--- config.mk ---
export PLATFORM = sky130hd
export DESIGN_NAME = ntt_mdc_ctrl_flat
export DESIGN_NICKNAME = d
export VERILOG_FILES = /design/src/rtl/ntt_mdc_ctrl_if.sv /design/src/rtl/ntt_mdc_ctrl.sv /design/src/flat_wrapper.sv
export SDC_FILE = /design/constraint.sdc
export NUM_CORES = 1
export LEC_CHECK = 0
export CORE_MARGIN = 2
export CORE_UTILIZATION = 48
export DETAILED_ROUTE_END_ITERATION = 6
export PLACE_DENSITY = 0.81
export SETUP_SLACK_MARGIN = 0.2
export SYNTH_ARGS = -nofsm -noshare
export SYNTH_HDL_FRONTEND = slang
export SYNTH_SLANG_ARGS = --single-unit
export TNS_END_PERCENT = 20
--- constraint.sdc ---
create_clock -name clk -period 3.7 [get_ports clk]
set_input_delay 0.555 -clock clk [delete_from_list [all_inputs] [get_ports clk]]
set_output_delay 0.555 -clock clk [all_outputs]
set_load 0.1 [all_outputs]
--- src/rtl/ntt_mdc_ctrl_if.sv ---
// Handshake and stage-control bundle between the NTT MDC sequencer and its neighbours.
// The slave side is the controller; the master side is the command source plus the stage chain.
interface ntt_mdc_ctrl_if #(
    parameter int LOGQ = 64
);
    logic            cmd_valid;
    logic            cmd_intt;
    logic [LOGQ-1:0] cmd_q;
    logic            cmd_ready;
    logic            in_valid;
    logic            in_ready;
    logic            stage_start;
    logic            stage_intt;
    logic [LOGQ-1:0] stage_q;
    logic            chain_finish;
    logic            out_valid;
    logic            out_last;
    logic            done;
    logic            busy;
    logic            err;

    modport master (
        output cmd_valid, cmd_intt, cmd_q, in_valid, chain_finish,
        input  cmd_ready, in_ready, stage_start, stage_intt, stage_q,
        input  out_valid, out_last, done, busy, err
    );

    modport slave (
        input  cmd_valid, cmd_intt, cmd_q, in_valid, chain_finish,
        output cmd_ready, in_ready, stage_start, stage_intt, stage_q,
        output out_valid, out_last, done, busy, err
    );
endinterface

--- src/rtl/ntt_mdc_ctrl.sv ---
// Sequencer in front of the ntt_mdc_stage chain. Accepts one command per polynomial, opens a
// gap-free load window of HALF beats, and counts result beats coming back from the last stage.
// The chain cannot be stalled, so any gap in a load or a stray result beat locks the controller
// in ERR until reset.
module ntt_mdc_ctrl #(
    parameter int LOGN         = 10,
    parameter int LOGQ         = 64,
    parameter int MAX_INFLIGHT = 4
) (
    input  logic              clk,
    input  logic              rst,
    ntt_mdc_ctrl_if.slave     bus
);

    localparam int CW   = LOGN - 1;
    localparam int HALF = 2 ** (LOGN - 1);
    localparam int IW   = $clog2(MAX_INFLIGHT + 1);

    localparam logic [CW-1:0] LAST_BEAT = CW'(HALF - 1);
    localparam logic [IW-1:0] MAX_IF    = IW'(MAX_INFLIGHT);

    typedef enum logic [1:0] {
        IDLE = 2'd0,
        LOAD = 2'd1,
        ERR  = 2'd2
    } state_t;

    state_t          state_q, state_d;
    logic [CW-1:0]   beat_cnt_q, beat_cnt_d;
    logic [CW-1:0]   out_cnt_q, out_cnt_d;
    logic [IW-1:0]   inflight_q, inflight_d;
    logic            stage_intt_q, stage_intt_d;
    logic [LOGQ-1:0] stage_q_q, stage_q_d;

    logic cmd_ready_c;
    logic in_ready_c;
    logic stage_start_c;
    logic out_last_c;
    logic inc_c;
    logic dec_c;

    // Register update; a synchronous reset discards any polynomial in progress.
    always_ff @(posedge clk) begin
        if (rst) begin
            state_q      <= IDLE;
            beat_cnt_q   <= '0;
            out_cnt_q    <= '0;
            inflight_q   <= '0;
            stage_intt_q <= 1'b0;
            stage_q_q    <= '0;
        end else begin
            state_q      <= state_d;
            beat_cnt_q   <= beat_cnt_d;
            out_cnt_q    <= out_cnt_d;
            inflight_q   <= inflight_d;
            stage_intt_q <= stage_intt_d;
            stage_q_q    <= stage_q_d;
        end
    end

    // Next-state, command acceptance, load window and result-beat bookkeeping.
    always_comb begin
        state_d       = state_q;
        beat_cnt_d    = beat_cnt_q;
        out_cnt_d     = out_cnt_q;
        inflight_d    = inflight_q;
        stage_intt_d  = stage_intt_q;
        stage_q_d     = stage_q_q;
        cmd_ready_c   = 1'b0;
        in_ready_c    = 1'b0;
        stage_start_c = 1'b0;
        inc_c         = 1'b0;

        out_last_c = bus.chain_finish && (out_cnt_q == LAST_BEAT);
        dec_c      = out_last_c && (inflight_q != '0);

        if (bus.chain_finish) begin
            out_cnt_d = out_cnt_q + 1'b1;
        end

        case (state_q)
            IDLE: begin
                cmd_ready_c = (inflight_q == '0);
                if (bus.cmd_valid && cmd_ready_c) begin
                    state_d      = LOAD;
                    stage_intt_d = bus.cmd_intt;
                    stage_q_d    = bus.cmd_q;
                    beat_cnt_d   = '0;
                    inc_c        = 1'b1;
                end
            end
            LOAD: begin
                in_ready_c    = 1'b1;
                stage_start_c = bus.in_valid;
                if (!bus.in_valid) begin
                    state_d = ERR;
                end else if (beat_cnt_q == LAST_BEAT) begin
                    cmd_ready_c = (bus.cmd_intt == stage_intt_q) &&
                                  (bus.cmd_q == stage_q_q) &&
                                  (inflight_q < MAX_IF);
                    if (bus.cmd_valid && cmd_ready_c) begin
                        beat_cnt_d = '0;
                        inc_c      = 1'b1;
                    end else begin
                        state_d = IDLE;
                    end
                end else begin
                    beat_cnt_d = beat_cnt_q + 1'b1;
                end
            end
            default: begin
                state_d = ERR;
            end
        endcase

        if (bus.chain_finish && (inflight_q == '0)) begin
            state_d = ERR;
        end

        case ({inc_c, dec_c})
            2'b10:   inflight_d = inflight_q + 1'b1;
            2'b01:   inflight_d = inflight_q - 1'b1;
            default: inflight_d = inflight_q;
        endcase
    end

    assign bus.cmd_ready   = !rst && cmd_ready_c;
    assign bus.in_ready    = !rst && in_ready_c;
    assign bus.stage_start = !rst && stage_start_c;
    assign bus.stage_intt  = !rst && stage_intt_q;
    assign bus.stage_q     = rst ? '0 : stage_q_q;
    assign bus.out_valid   = !rst && bus.chain_finish;
    assign bus.out_last    = !rst && out_last_c;
    assign bus.done        = !rst && out_last_c;
    assign bus.busy        = !rst && ((state_q != IDLE) || (inflight_q != '0));
    assign bus.err         = !rst && (state_q == ERR);

endmodule
--- src/flat_wrapper.sv ---
// flat-port wrapper written by rule: the top's interface ports become plain ports
module ntt_mdc_ctrl_flat 
#(
    parameter int LOGN         = 10,
    parameter int LOGQ         = 64,
    parameter int MAX_INFLIGHT = 4
)
  (clk, rst, bus_cmd_valid, bus_cmd_intt, bus_cmd_q, bus_in_valid, bus_chain_finish, bus_cmd_ready, bus_in_ready, bus_stage_start, bus_stage_intt, bus_stage_q, bus_out_valid, bus_out_last, bus_done, bus_busy, bus_err);
  ntt_mdc_ctrl_if #(.LOGQ(LOGQ)) bus_i ();
  input  logic clk;
  input  logic rst;
  input wire logic [$bits(bus_i.cmd_valid)-1:0] bus_cmd_valid;
  input wire logic [$bits(bus_i.cmd_intt)-1:0] bus_cmd_intt;
  input wire logic [$bits(bus_i.cmd_q)-1:0] bus_cmd_q;
  input wire logic [$bits(bus_i.in_valid)-1:0] bus_in_valid;
  input wire logic [$bits(bus_i.chain_finish)-1:0] bus_chain_finish;
  output wire logic [$bits(bus_i.cmd_ready)-1:0] bus_cmd_ready;
  output wire logic [$bits(bus_i.in_ready)-1:0] bus_in_ready;
  output wire logic [$bits(bus_i.stage_start)-1:0] bus_stage_start;
  output wire logic [$bits(bus_i.stage_intt)-1:0] bus_stage_intt;
  output wire logic [$bits(bus_i.stage_q)-1:0] bus_stage_q;
  output wire logic [$bits(bus_i.out_valid)-1:0] bus_out_valid;
  output wire logic [$bits(bus_i.out_last)-1:0] bus_out_last;
  output wire logic [$bits(bus_i.done)-1:0] bus_done;
  output wire logic [$bits(bus_i.busy)-1:0] bus_busy;
  output wire logic [$bits(bus_i.err)-1:0] bus_err;
  assign bus_i.cmd_valid = bus_cmd_valid;
  assign bus_i.cmd_intt = bus_cmd_intt;
  assign bus_i.cmd_q = bus_cmd_q;
  assign bus_i.in_valid = bus_in_valid;
  assign bus_i.chain_finish = bus_chain_finish;
  assign bus_cmd_ready = bus_i.cmd_ready;
  assign bus_in_ready = bus_i.in_ready;
  assign bus_stage_start = bus_i.stage_start;
  assign bus_stage_intt = bus_i.stage_intt;
  assign bus_stage_q = bus_i.stage_q;
  assign bus_out_valid = bus_i.out_valid;
  assign bus_out_last = bus_i.out_last;
  assign bus_done = bus_i.done;
  assign bus_busy = bus_i.busy;
  assign bus_err = bus_i.err;
  ntt_mdc_ctrl #(.LOGN(LOGN), .LOGQ(LOGQ), .MAX_INFLIGHT(MAX_INFLIGHT)) u_core (.clk(clk), .rst(rst), .bus(bus_i));
endmodule
# [After elaboration in Yosys (flattened, before gate mapping)]
# Cells that the tools add are included.
[totals] register_bits=88 in_bits=70 elab_cells=79 out_inout_bits=73
[op_classes] eq_ne=16 n_addsub=4 n_reduce_logical=28 n_mux=23 n_lt_le_gt_ge=1
[ops] operator="$eq A64 B64 Y1" n=1
[ops] operator="$mux W64" n=1
[ops] operator="$mux W9" n=4
[ops] operator="$add A9 B1 Y9 const B" n=2
[ops] operator="$eq A9 B9 Y1 const B" n=2
[ops] operator="$pmux W9 S2" n=1
[ops] operator="$logic_and A1 B1 Y1" n=15
[ops] operator="$mux W2" n=5
[ops] operator="$mux W1" n=8
[ops] operator="$ne A3 B3 Y1 const B" n=2
[ops] operator="$pmux W3 S2" n=1
[ops] operator="$reduce_and A3 Y1" n=2
[ops] operator="$reduce_bool A2 Y1" n=3
[ops] operator="$eq A2 B1 Y1 const B" n=2
[ops] operator="$eq A2 B2 Y1 const B" n=2
[ops] operator="$ne A4 B2 Y1 const B" n=1
[ops] operator="$ne A4 B4 Y1 const B" n=1
[ops] operator="$pmux W1 S2" n=2
[ops] operator="$pmux W2 S2" n=1
[ops] operator="$reduce_and A4 Y1" n=1
[ops] operator="$add A3 B1 Y3 const B" n=1
[ops] operator="$logic_not A3 Y1" n=1
[ops] operator="$lt A3 B3 Y1 const B" n=1
[ops] operator="$ne A3 B1 Y1 const B" n=1
[ops] operator="11 further kinds" n=11

# [Depth between registers and ports, before layout]
[depth] depth_word=10 mapped_depth=14 ltp_nobuf=14

# [Worst setup path before layout]
# No wires, ideal clock.
[synth_timing] kind="input to output" start="in rst" end="out bus_err" path_buffers=2 path_stages=3 required_ns=3.145 t_arrival_ns=3.168 path_slack_ns=-0.023 cell_sequence="clkbuf_1 -> clkbuf_1 -> nor3b_1"
[synth_between] elab_chain_cells=2
[synth_lines] element="start: declaration" line_no="flat_wrapper.sv:11" source="input logic rst;"
[synth_lines] element="$logic_not A1 Y1" line_no="ntt_mdc_ctrl.sv:136" source="assign bus.err = !rst && (state_q == ERR);"
[synth_lines] element="$logic_and A1 B1 Y1" line_no="ntt_mdc_ctrl.sv:136"
[synth_lines] element="end: declaration" line_no="flat_wrapper.sv:26" source="output wire logic [$bits(bus_i.err)-1:0] bus_err;"
# Every way passes these cells.

# [Final worst setup path]
[layout_timing] start="in bus_cmd_q[21]" end="out bus_cmd_ready"
[layout_between] elab_chain_cells=7
[layout_lines] element="start: declaration" line_no="flat_wrapper.sv:14" source="input wire logic [$bits(bus_i.cmd_q)-1:0] bus_cmd_q;"
[layout_lines] element="$eq A64 B64 Y1" line_no="ntt_mdc_ctrl.sv:99" source="(bus.cmd_q == stage_q_q) &&"
[layout_lines] element="$logic_and A1 B1 Y1" line_no="ntt_mdc_ctrl.sv:98" source="cmd_ready_c = (bus.cmd_intt == stage_intt_q) &&"
[layout_lines] element="$logic_and A1 B1 Y1" line_no="ntt_mdc_ctrl.sv:99"
[layout_lines] element="$mux W1" line_no="ntt_mdc_ctrl.sv:97" source="end else if (beat_cnt_q == LAST_BEAT) begin"
[layout_lines] element="$mux W1" line_no="ntt_mdc_ctrl.sv:95" source="if (!bus.in_valid) begin"
[layout_lines] element="$pmux W1 S2" line_no="ntt_mdc_ctrl.sv:81" source="case (state_q)"
[layout_lines] element="$logic_and A1 B1 Y1" line_no="ntt_mdc_ctrl.sv:127" source="assign bus.cmd_ready = !rst && cmd_ready_c;"
[layout_lines] element="end: declaration" line_no="flat_wrapper.sv:17" source="output wire logic [$bits(bus_i.cmd_ready)-1:0] bus_cmd_ready;"
# Every way passes these cells.

==> results.toml <==
[outcome]
status = "complete, no violations"

[critical_path]
critPathLaunchType = "input port"
worstPathRequired_ps = 3140
r2r_setup_slack_ps = 570
worstSetupEndpointType = "output port"
worstSetupPathType = "in2out"
path_max_fanout = 2
worstPathArrival_ps = 2800

[timing]
final.period_utilization = 0.9072
rsz0062_at_grt = "no"
fmaxAchievable_mhz = 297.9
fin_tns_setup_ps = 0
setup_ws_ps = 343.3
whs_ps = 474.4
skew_ps = 11.24
fin_crit_ps = 3357
worstMarginPinSlew_ps = 734.8
final_hold_viol_count = 0
drv_slew = 0
finalSetupViolations = 0
relSlewSlack = 0.5101

[clocking]
cts_buffers = 9
clock-root-buffer = "clkbuf_8"
cts_htree_levels = 3
clkTransAtPathRegs_ps = 80
clock_latency_ps = 360
clock-sinks = 88
cts_tree = "built"
cts_buffer_depth = 2

[power]
p_seq_frac = 0.378
p_sw_frac = 0.4099
power.share.combinational = 0.378
p_leak_nw = 2.635
internal_power_mw = 1.765
irDropWorstVdd_mv = 0.2240
p_sw_mw = 1.226
clockPowerShare = 0.245
power_density_nw_per_um2 = 463.5

[cells_and_area]
syn_to_final_growth_pct = 32.51
layout_common_cells = "nand2_1, nor2b_1, dfxtp_1"
diodes = 0
fin_nets = 853
layout_commonest_cell = "nand2_1"
drive_gt1_frac = 0.1381

[floorplanning]
dieWidth_um = 104.7
ios = 143
initial_core_util = 0.4958
rows = 36
die-area_um2 = 10960
die_h_um = 104.7
core_area_um2 = 9819

[logic_synthesis]
async_reset_ff_frac = 0
synth_ff_type = "dfxtp_1"
ys_types = 45
ys_warn_count = 0
synthCells = 651
synth_nets = 727
ys_ff_latch = 88
syn_avg_cell_area_um2 = 7.478
yosysSeqAreaShare = 0.3619
syn_area_um2 = 4868
synth_edf_count = 0

[grt]
grt_pass1_vias = 4588
grt_pass1_wl_um = 22410
grt_overflow = 0
grt_max_degree = 88
track_usage = 0.2505
antenna_found_initial = 0

[placed_design]
numPortBuffers = 142
dp_hpwl_um = 10030
pre_cts_ws_ps = 86.81
gp_congestion = 0.8719

[run]
maxCapViolCount = 0

[min_path]
hp-class = "reg2reg"

[route]
firstDrtPassIters = 5
drtAntennaViolNets = 0
drc = 0
totalWireLength_um = 13830
viasPerCell = 5.338
wl_per_cell_um = 15.11
drt_iter0_markers = 271
via_count = 4884
## synth_stat cells (2+ instances only)
cell type,instances,area [um2]
nor3_1,5,25.02
buf_4,3,22.52
nand2_1,149,559.3
nor2b_1,89,556.8
mux2i_1,2,20.02
nor2_1,35,131.4
o31ai_1,2,15.01
a221oi_1,2,17.52
nor3b_1,2,15.01
and3_1,6,37.54
o211ai_1,3,22.52
a21oi_1,75,375.4
dfxtp_1,88,1762
xnor2_1,5,43.79
clkbuf_1,26,97.59
inv_1,19,71.32
nor4_1,18,112.6
xor2_1,47,411.6
nand2b_1,2,12.51
nand4_1,9,56.30
ha_1,5,62.56
a2111oi_0,9,78.83
nand3_1,5,25.02
o311ai_1,3,26.28
o21ai_0,12,60.06
buf_2,6,30.03
or3_1,5,31.28
a311oi_1,2,17.52
## power groups by stage
| stage | sequential (mW) | combinational (mW) | clock, mW |
|---|---|---|---|
| final | 1.13 | 1.13 | 0.732 |
| after global routing | 1.14 | 1.21 | 0.783 |
| after CTS | 1.13 | 1.13 | 0.744 |
| after detailed placement | 1.15 | 1.12 | 0 |
| after global placement | 1.14 | 1.11 | 0 |
| after floorplan | 1.13 | 0.836 | 0 |
## final cells by class
cell class,count,area [um2]
fill,885,3368
tap,133,166.4
clock buffer,11,131.4
sequential,88,1762
timing repair buffer,150,1329
multi-input combinational,509,2910
inverter,19,71.32
clock inverter,5,81.33
## cell families (layout without fill, tap and decap cells)
logic type,count (synthesis),count (layout),share of synthesized area
flops,88,88,0.3619
buf+inv,54,185,0.04549
simple gates,332,332,0.3359
xor+xnor,52,52,0.09355
mux,3,3,0.007195
fa+ha+maj,6,6,0.01696
compound gates,116,116,0.1390
## metrics by stage
stage	power, mW	std cells	util	area (um2)
after floorplan	1.965	651	-	4873
after global placement	2.250	897	0.6314	6200
after detailed placement	2.272	897	0.6314	6200
after CTS	3.000	913	0.6530	6412
after global routing	3.132	915	0.6570	6451
final	2.990	915	0.6570	6451
## sequential cells by signal, indices dropped and copies added (netlist names)
signal               count
u_core.stage_q_q        64
u_core.beat_cnt_q        9
u_core.out_cnt_q         9
u_core.inflight_q        3
u_core.state_q           2
u_core.stage_intt_q      1
## critical path, cell delays in order
cell	delay, ps
clkdlybuf4s50_1	460
xor2_1	180
nor4_1	350
nand4_1	210
nor4_4	410
nand3_2	130
nor2_2	140
o21a_1	180
buf_12	190
## per-layer routing
metal | share of wire | GRT usage | up-vias
met3 | 0.064 | 0.04741 | 21
met2 | 0.47 | 0.4020 | 168
li1 | - | - | 2411
met1 | 0.44 | 0.3370 | 2284
met4 | 0.020 | 0.08952 | 0
met5 | 0 | 0 | -
## final timing paths
kind	from	end	cells after the start
setup / recovery	bus_cmd_q[21]	bus_cmd_ready	9
hold / removal	u_core.stage_q_q[37]	u_core.stage_q_q[37]	2
setup reg to reg	u_core.beat_cnt_q[0]	u_core.inflight_q[2]	14
hold reg to reg	u_core.stage_q_q[37]	u_core.stage_q_q[37]	2
## repair_timing
action	CTS	global route
gates resized for setup	0	6
buffers inserted	0	2
setup endpoints to repair	0	2
hold buffers	0	0
(Power assumes the default switching activity.)
